==> src/rtl/div.sv <==
// Iterative 32-bit radix-2 restoring divider for DIV/DIVU.
// Produces {remainder, quotient}; a zero divisor yields 0.
module div (
  input  logic        clk,
  input  logic        rst,
  input  logic        signed_div_i,
  input  logic [31:0] opdata1_i,
  input  logic [31:0] opdata2_i,
  input  logic        start_i,
  input  logic        annul_i,
  output logic [63:0] result_o,
  output logic        ready_o
);

  typedef enum logic [1:0] {
    FREE,
    BYZERO,
    ON,
    END
  } state_t;

  state_t      state, state_d;
  logic [64:0] dividend, dividend_d;
  logic [31:0] divisor, divisor_d;
  logic [5:0]  cnt, cnt_d;
  logic        neg1, neg1_d;
  logic        neg2, neg2_d;
  logic [63:0] result_d;
  logic        ready_d;

  logic [32:0] trial;
  logic [31:0] abs1, abs2;
  logic [31:0] quot, rem;
  logic        sneg1, sneg2;

  // Operand magnitudes, trial subtraction and sign fix-up of the result
  always_comb begin
    sneg1 = signed_div_i & opdata1_i[31];
    sneg2 = signed_div_i & opdata2_i[31];
    abs1  = sneg1 ? 32'd0 - opdata1_i : opdata1_i;
    abs2  = sneg2 ? 32'd0 - opdata2_i : opdata2_i;
    trial = {1'b0, dividend[63:32]} - {1'b0, divisor};
    quot  = (neg1 ^ neg2) ? 32'd0 - dividend[31:0]
                          : dividend[31:0];
    rem   = neg1 ? 32'd0 - dividend[64:33]
                 : dividend[64:33];
  end

  // Next-state and datapath updates
  always_comb begin
    state_d    = state;
    dividend_d = dividend;
    divisor_d  = divisor;
    cnt_d      = cnt;
    neg1_d     = neg1;
    neg2_d     = neg2;
    result_d   = result_o;
    ready_d    = ready_o;
    unique case (state)
      FREE: begin
        if (start_i && !annul_i) begin
          if (opdata2_i == 32'd0) begin
            state_d = BYZERO;
          end else begin
            neg1_d     = sneg1;
            neg2_d     = sneg2;
            dividend_d = {32'd0, abs1, 1'b0};
            divisor_d  = abs2;
            cnt_d      = 6'd0;
            state_d    = ON;
          end
        end
      end
      BYZERO: begin
        dividend_d = 65'd0;
        result_d   = 64'd0;
        ready_d    = 1'b1;
        state_d    = END;
      end
      ON: begin
        if (annul_i) begin
          cnt_d   = 6'd0;
          state_d = FREE;
        end else if (cnt != 6'd32) begin
          if (trial[32])
            dividend_d = {dividend[63:0], 1'b0};
          else
            dividend_d = {trial[31:0], dividend[31:0], 1'b1};
          cnt_d = cnt + 6'd1;
        end else begin
          result_d = {rem, quot};
          ready_d  = 1'b1;
          state_d  = END;
        end
      end
      END: begin
        if (!start_i) begin
          result_d = 64'd0;
          ready_d  = 1'b0;
          state_d  = FREE;
        end
      end
      default: state_d = FREE;
    endcase
  end

  // State and datapath registers, cleared asynchronously
  always_ff @(posedge clk or negedge rst) begin
    if (!rst) begin
      state    <= FREE;
      dividend <= 65'd0;
      divisor  <= 32'd0;
      cnt      <= 6'd0;
      neg1     <= 1'b0;
      neg2     <= 1'b0;
      result_o <= 64'd0;
      ready_o  <= 1'b0;
    end else begin
      state    <= state_d;
      dividend <= dividend_d;
      divisor  <= divisor_d;
      cnt      <= cnt_d;
      neg1     <= neg1_d;
      neg2     <= neg2_d;
      result_o <= result_d;
      ready_o  <= ready_d;
    end
  end

endmodule
==> config.mk <==
export PLATFORM = sky130hd
export DESIGN_NAME = div
export DESIGN_NICKNAME = d
export VERILOG_FILES = /design/src/rtl/div.sv
export SDC_FILE = /design/constraint.sdc
export NUM_CORES = 1
export LEC_CHECK = 0
export CAP_MARGIN = 30
export CORE_UTILIZATION = 25
export DETAILED_ROUTE_END_ITERATION = 8
export HOLD_SLACK_MARGIN = 0.15
export SLEW_MARGIN = 10
export SYNTH_ARGS = -nofsm -noshare
export SYNTH_HDL_FRONTEND = slang
export SYNTH_SLANG_ARGS = --single-unit
==> constraint.sdc <==
create_clock -name clk -period 6.3 [get_ports clk]
set_input_delay 0.63 -clock clk [delete_from_list [all_inputs] [get_ports clk]]
set_output_delay 0.63 -clock clk [all_outputs]
set_load 0.01 [all_outputs]
# Yosys cells after proc, flatten, opt, wreduce, memory -nomap -nowiden
# Index checks and enable logic that the tools add are counted.
# Widths: inputs -> output; s select.
# totals
register_bits,172
inputBits,69
output_inout_bits,65
# classes
n_addsub,6
eq_ne,12
mux,29
bitwise,4
reduce_logical,12
# ops
op,count
$mux 65,5
$pmux 65 s3,1
$mux 64,3
$pmux 64 s3,1
$mux 32,4
$sub 1x32->32 const A,4
$sub 32x32->33,1
$logic_not 32->1,1
$mux 6,4
$ne 2x2->1 const B,6
$pmux 6 s2,1
$mux 2,5
$pmux 2 s4,1
$reduce_and 4->1,2
$add 6x1->6 const B,1
$ne 3x3->1 const B,2
$ne 6x6->1 const B,1
$reduce_and 3->1,2
$reduce_bool 3->1,2
$reduce_and 5->1,1
$eq 2x2->1 const B,2
$mux 1,3
$pmux 1 s3,1
$and 1x1->1,2
other kinds (7),7

# Depth between registers and ports, before layout
# Gate-level depths: netlist (run 1).
# depth
word_depth,5
depth_mapped,13

# Least setup slack after synthesis (run 1)
# OpenSTA, ideal clock, no wires.
# synth_timing
path_type,reg2reg
from,register dividend[32]
to,register dividend[51]
t_arrival_ns,3.497
required_ns,6.205
path_slack_ns,2.707
stages_incl_launch_ff,14
synth_period_minus_slack_ns,3.593
path_cell_list,dfrtp_1 -> inv_1 -> ha_1 -> fa_1 -> nand2b_1 -> a2111oi_0 -> nor3_1 -> a2111oi_0 -> o21bai_1 -> a31oi_1 -> a31oi_1 -> clkbuf_1 -> mux2i_1 -> o31ai_1
# synth_via
elab_chain_len,5
# synth_lines
item,line,rtl
start: declaration,23,"logic [64:0] dividend, dividend_d;"
start signal: assignment,120,dividend <= dividend_d;
$sub 32x32->33,42,"trial = {1'b0, dividend[63:32]} - {1'b0, divisor};"
$mux 65,85,if (trial[32])
$mux 65,84,end else if (cnt != 6'd32) begin
$mux 65,81,if (annul_i) begin
$pmux 65 s3,59,unique case (state)
# No other way between the ends. The select of a mux whose other input is x is not followed.
# A chain may end at the register's enable or synchronous reset.

# Worst setup path after layout (run 1)
# layout_timing
from,register dividend[32]
to,register dividend[61]
# The elaborated chain is that of the path after synthesis.

==> results of run 1 <==
-- through the flow --
step                      setup WS [ps]  util [%]  cells
after floorplan                    2710         -   1366
after global placement             1440      29.8   2036
after detailed placement           1290      29.9   2038
after CTS                          1730      31.2   2071
after global routing               1260      31.3   2075
final                              1590      31.3   2075
-- cell usage after synthesis, types with 6 or more instances --
master    count
nand3_1      21
and2_1        8
nand2_1     222
or3_1        19
a21oi_1      86
o21a_1        7
o21ai_0     182
nor4_1       12
nor2_1       86
o41ai_1      17
dfrtp_1     172
nor3_1       20
and3_1       13
nor2b_1       7
inv_1        53
a21o_1       11
mux2i_1      24
a22oi_1      32
a31oi_1       6
xnor2_1      56
xor2_1       86
buf_2        10
ha_1         43
or4_1        11
o31ai_1      25
a211oi_1      7
nand2b_1     13
clkbuf_1     50
-- cells by family after synthesis --
family,after synthesis
fa+ha+maj,44
mux,26
xor+xnor,142
simple gates,453
flops,172
buf+inv,120
compound gates,409
-- final timing paths --
| check | cells past startpoint | from | end | slack, ps |
|---|---|---|---|---|
| worst max-delay path | 13 | dividend[32] | dividend[61] | 1590 |
| max in group asynchronous | 3 | rst | dividend[20] | 4490 |
| worst min register to register | 2 | result_o[63] | result_o[63] | 480 |
| min in group asynchronous | 2 | rst | dividend[45] | 670 |
| worst min-delay path | 2 | result_o[63] | result_o[63] | 480 |
| worst max register to register | 13 | dividend[32] | dividend[61] | 1590 |
-- power by group through the flow --
stage	logic, W	clock network, W	registers, W
2_1_floorplan	0.00163	0	0.00155
3_3_place_gp	0.00219	0	0.00163
3_5_place_dp	0.00226	0	0.00162
4_1_cts	0.00227	0.00110	0.00160
5_1_grt	0.00254	0.00114	0.00164
6_report	0.00226	0.00106	0.00160
-- worst max-delay path, cell delays in order, from the launching register on --
cell       delay [ps]
dfrtp_1           410
inv_1             100
ha_1              210
fa_1              400
nand2b_1          200
a2111oi_0         680
nor3_1            190
a2111oi_0         690
o21bai_1          210
a31oi_1           460
a31oi_4           140
buf_4             300
nand2b_1          370
o21ai_0           250
-- area by class of cell --
class | count | share of cell area (%)
flip-flops and latches | 172 | 30.9
multi-input cells | 1074 | 47.3
well taps | 592 | 5.31
diodes | 2 | 0.0359
inverters | 53 | 1.43
clock inverters | 14 | 1.12
repair buffers | 150 | 10.8
clock buffers | 18 | 3.15
-- flip-flops by register name, summed over array words and instances, names as in the netlist --
name,flops
dividend,65
state,2
divisor,32
result_o,64
cnt,6
neg2,1
ready_o,1
neg1,1
-- per-layer routing --
layer	wire, um	share of wire [%]	vias up	GRT usage, %
met5	0	0	-	0
met4	854	2.6	0	5.15
met2	16600	50	183	24.8
met1	14500	44	4844	18.3
met3	976	3.0	39	2.31
li1	-	-	5036	-
-- repair_timing --
| action | 4_1_cts | 5_1_grt |
|---|---|---|
| resized for setup | 0 | 0 |
| hold endpoints to repair | 42 | 0 |
| hold buffers | 1 | 0 |
| setup endpoints to repair | 0 | 0 |
==> key figures, run 1 <==
Synthesis
  • Adder-Cell Fraction of Synth Area: roughly 4.9%
  • Multiplexer share of the synthesized area: 2.31%
  • Mapped Cells: around 1400
  • Post-synth EDFFs: 0
  • Share of the synthesized area in the top cell type: 37.9%
  • Top cells by area, synth: dfrtp_1 38%, o21ai_0 8.0%, nand2_1 7.3%
  • Synth warn: 0
  • Xor/xnor share of the synthesized area: 10.9%
  • Yosys cell types: 57
  • Synth Area per Inst: between 8 and 9 um2
  • Top FF cell, synth: dfrtp_1
  • Post-Syn Area: 11400 um2
  • Area leader, netlist: dfrtp_1
  • Flops & latches, synth: 172
  • Share of flip-flops with an asynchronous set or reset: 100%
  • Post-Syn Nets: 1479
  • Post-synthesis simple-gate area fraction: around 18%
  • Largest family of logic cells by synthesized area: compound AO/OA/AOI/OAI gates
  • Post-synthesis sequential area ratio: 37.9%
  • Compound-Gate Fraction of Synth Area: a little over a fifth

Timing
  • Min Tclk post-route: between 4000 and 5000 ps
  • Final setup vio count: 0
  • Unrepaired setup endpoints after global routing: false
  • Final hold vios: 0
  • Least-Margin Pin Slew: 893 ps
  • Setup TNS Final: 0 ps
  • Relative slew slack: 40.4%
  • Worst Skew: ~22 ps
  • Fin crit share: 74.7%
  • Peak Freq: 212 MHz
  • Final Max Tran Viols: 0
  • Hold Slack: 476 ps

Clock network
  • Post-CTS Setup Bufs: 0
  • Clk buf depth: 2
  • Clock tree root buffer cell: clkbuf_16
  • H-tree levels: 4
  • Worst-path clk slew: 90 ps
  • CTS buffer count: 17
  • Clock Sinks: 172
  • Worst-Skew Late Latency: about 460 ps
  • TritonCTS clock tree: done

Run
  • Max Cap Violations: 0

Power
  • Sw Share: around 44%
  • Power Total: just under 0.005 W
  • Clock network fraction of total power: 21.6%
  • Worst VDD drop: 0.169 mV
  • Power Dens Cells: 353 nW/um2
  • P_leak: 6.11 nW
  • Int Pwr: 0.00275 W
  • Register share of total power: 32.6%
  • Psw: 0.00217 W
  • Comb pwr share: a little under half

Placed design
  • HPWL after detailed placement: 25300 um
  • Placed cell areas: 13300 um2
  • Final GP Congestion: slightly below 0.9
  • IO buf count: 133

Detailed routing
  • Via count: 10102
  • Drt pass-1 iters: 5
  • Drt via density: 4.87
  • DRT Wirelength: 33000 um
  • ANT nets after route: 0
  • DR iter-0 viols: 634
  • # DRC: 0
  • Wire per inst: 15.9 um

Die
  • Initial Util: 25.5%
  • Die area: between 40000 and 50000 um2
  • Die height: 215 um
  • Row count: 77
  • Core area: 44500 um2
  • Die width: 215 um
  • Top-level I/O count: 134

Setup path
  • Crit start category: register
  • CP Class: reg2reg
  • CP required: between 6000 and 7000 ps
  • CP Capture Type: register
  • Crit path DAT: roughly 5100 ps
  • Worst-path fanout max: 34

Finish
  • Fillers: approximately 4800
  • Most frequent cells in the layout: 221 x nand2_1, 182 x o21ai_0, 172 x dfrtp_1
  • Layout cells sized above 1: 4.12%
  • Commonest non-fill, non-tap cell in the layout: nand2_1
  • Fin nets: 1581
  • P&R area growth vs syn: 22.8%
  • Fin area: 13900 um2
  • Multi-input gate area: 6590 um2
  • Sequential Area: 4300 um2

GRT
  • GRT Util Overall: 14.5%
  • First-pass GRT wire length: ~53000 um
  • Total gr overflow: 0
  • Vias in the first global route: slightly below 10000
  • Initial antenna violation count: 2
  • Pin count of the biggest net entering global routing: just over 80

Hold path
  • Hold Path Class: reg2reg

Outcome
  • Outcome: completed
(Power assumes the default switching activity.)
==> inputs of run 2 (changes only) <==
==> constraint.sdc (replaced) <==
create_clock -name clk -period 4.55 [get_ports clk]
set_input_delay 0.455 -clock clk [delete_from_list [all_inputs] [get_ports clk]]
set_output_delay 0.455 -clock clk [all_outputs]
set_load 0.01 [all_outputs]
==> run 2 against run 1 <==
Against the previous run: flip-flop and latch count unchanged; power increased by 39%; core utilization increased by 0.16 points; cell count increased by 0.19%; largest power group unchanged; combinational power increased by 39%; first-iteration DRC count increased by 3.3%; fmax increased by 16%; clock power increased by 41%.
==> key figures, run 2 (synthesis gave the netlist of run 1 again) <==
Outcome
  • Outcome: completed

Setup path
  • Worst-path fanout max: 30 (-12%)
  • CP required: 4910 ps (-1760 ps)
  • Crit. Startpoint: dividend[32]
  • Reg2Reg Launch Point: dividend[32]
  • R2R cell count: 16 (+3)
  • Crit start category: register
  • Crit path DAT: 4410 ps (-670 ps)
  • CP Capture Type: register
  • Reg2Reg Setup Slack: 500 ps (-1090 ps)
  • CP Class: reg2reg

Clock network
  • Clk buf depth: 2 (unchanged)
  • TritonCTS clock tree: done
  • Clock tree root buffer cell: clkbuf_16
  • Post-CTS Setup Bufs: 0 (unchanged)
  • CTS Hold Bufs: 1 (unchanged)
  • Clock Sinks: 172 (unchanged)
  • Worst-Skew Late Latency: 450 ps (about the same)
  • Worst-path clk slew: 70 ps (-20 ps)
  • Post-CTS Resized: 0 (unchanged)
  • H-tree levels: 4 (unchanged)
  • CTS buffer count: 17 (unchanged)

Finish
  • Fin nets: 1585 (+0.25%)
  • Sequential Area: 4300 um2 (unchanged)
  • Layout cells sized above 1: 4.24% (+0.12 points)
  • Largest Register: dividend
  • Biggest regs: dividend (65), result_o (64), divisor (32)
  • Largest register FFs: 65 (unchanged)
  • Most frequent cells in the layout: 221 x nand2_1, 182 x o21ai_0, 172 x dfrtp_1
  • Fillers: 4668 (-2.4%)
  • Commonest non-fill, non-tap cell in the layout: nand2_1
  • P&R area growth vs syn: 23.4%
  • Fin area: 14000 um2 (+0.50%)
  • Multi-input gate area: 6590 um2 (unchanged)

Hold path
  • Hold Path Class: in2async

Timing
  • Relative slew slack: 42.0% (+1.6 points)
  • Setup TNS Final: 0 ps (unchanged)
  • Final worst slack: 505 ps (-1090 ps)
  • Unrepaired setup endpoints after global routing: false
  • Min Tclk post-route: 4050 ps (-661 ps)
  • Final setup vio count: 0 (unchanged)
  • Fin crit share: 88.9% (+14 points)
  • Worst Skew: 10.9 ps (-11.2 ps)
  • Final hold vios: 0 (unchanged)
  • Least-Margin Pin Slew: 869 ps (-24.1 ps)
  • Final Max Tran Viols: 0 (unchanged)
  • Peak Freq: 247 MHz (+16%)

Power
  • Worst VDD drop: 0.251 mV (+49%)
  • Psw: 0.00294 W (+36%)
  • Sw Share: 43.0% (-1.1 points)
  • Clock network fraction of total power: 21.7% (about the same)
  • Comb pwr share: 46.0% (+0.2 points)
  • P_leak: 6.15 nW (+0.72%)
  • Power Dens Cells: 488 nW/um2 (+38%)
  • Int Pwr: 0.00390 W (+42%)
  • Register share of total power: 32.2% (-0.4 points)

Detailed routing
  • # DRC: 0 (unchanged)
  • Drt via density: 4.89 (+0.37%)
  • Drt pass-1 iters: 7 (+2)
  • DR iter-0 viols: 655 (+3.3%)
  • Via count: 10159 (+0.56%)
  • Wire per inst: 15.7 um (-0.87%)
  • ANT nets after route: 0 (unchanged)
  • DRT Wirelength: 32700 um (-0.68%)

GRT
  • First-pass GRT wire length: 52500 um (-1.6%)
  • Initial antenna violation count: 2 (unchanged)
  • Pin count of the biggest net entering global routing: 98 (+18%)
  • GRT Util Overall: 14.2% (-0.30 points)
  • Vias in the first global route: 9762 (-0.69%)
  • Total gr overflow: 0 (unchanged)

Die
  • Die height: 215 um (unchanged)
  • Row count: 77 (unchanged)
  • Initial Util: 25.5% (unchanged)
  • Die width: 215 um (unchanged)
  • Core area: 44500 um2 (unchanged)
  • Top-level I/O count: 134 (unchanged)
  • Die area: 46300 um2 (unchanged)

Placed design
  • IO buf count: 133 (unchanged)
  • Placed cell areas: 13400 um2 (+0.55%)
  • Pre-CTS setup slack: 320 ps (-971 ps)
  • HPWL after detailed placement: 25100 um (-0.84%)
  • Final GP Congestion: 0.892 (+1.3%)

Run
  • Max Cap Violations: 0 (unchanged)
==> run 2: per-layer routing <==
metal | GRT usage (%) | wire length (um)
met2 | 24.9 | 16500
met5 | 0 | 0
met3 | 2.14 | 1160
met4 | 5.04 | 683
met1 | 17.5 | 14400
==> run 2: area by class of cell <==
class                      count  area share, %
antenna                        2         0.0357
clock buffer                  21           3.29
clock inverter                11          0.893
multi-input combinational   1074           47.0
timing repair buffer         154           11.3
tap                          592           5.28
sequential                   172           30.7
inverter                      53           1.42
==> run 2: worst paths after layout <==
path,to
setup / recovery,dividend[34]
hold / removal,result_o[40]
setup reg to reg,dividend[34]
hold reg to reg,result_o[57]
max in group asynchronous,cnt[5]
min in group clk,result_o[57]
==> run 2: through the flow <==
step                instances  power (W)  utilization (%)  hold WS, ps
global placement         2041    0.00528             30.0          464
finish                   2079    0.00684             31.5          387
global route             2079    0.00739             31.5          382
CTS                      2075    0.00687             31.4          484
floorplan                1366    0.00440                -          159
detailed placement       2042    0.00537             30.0          468
==> run 2: critical path, stage by stage (launching register included) <==
cell and delay [ps]:
dfrtp_1 390, inv_1 100, ha_1 210, fa_1 400, nand2b_1 200, a2111oi_0 460
buf_4 190, nor3_1 60, a2111oi_0 510, buf_4 200, o21bai_1 80, a31oi_1 170
buf_4 160, a31oi_4 140, buf_12 220, mux2_2 290, o21ai_0 140
==> run 2: power groups by stage <==
stage          logic (W)  registers [W]  clock network [W]
6_report         0.00315        0.00220            0.00149
5_1_grt          0.00356        0.00226            0.00158
4_1_cts          0.00312        0.00223            0.00153
3_3_place_gp     0.00304        0.00225                  0
3_5_place_dp     0.00311        0.00226                  0
2_1_floorplan    0.00226        0.00215                  0
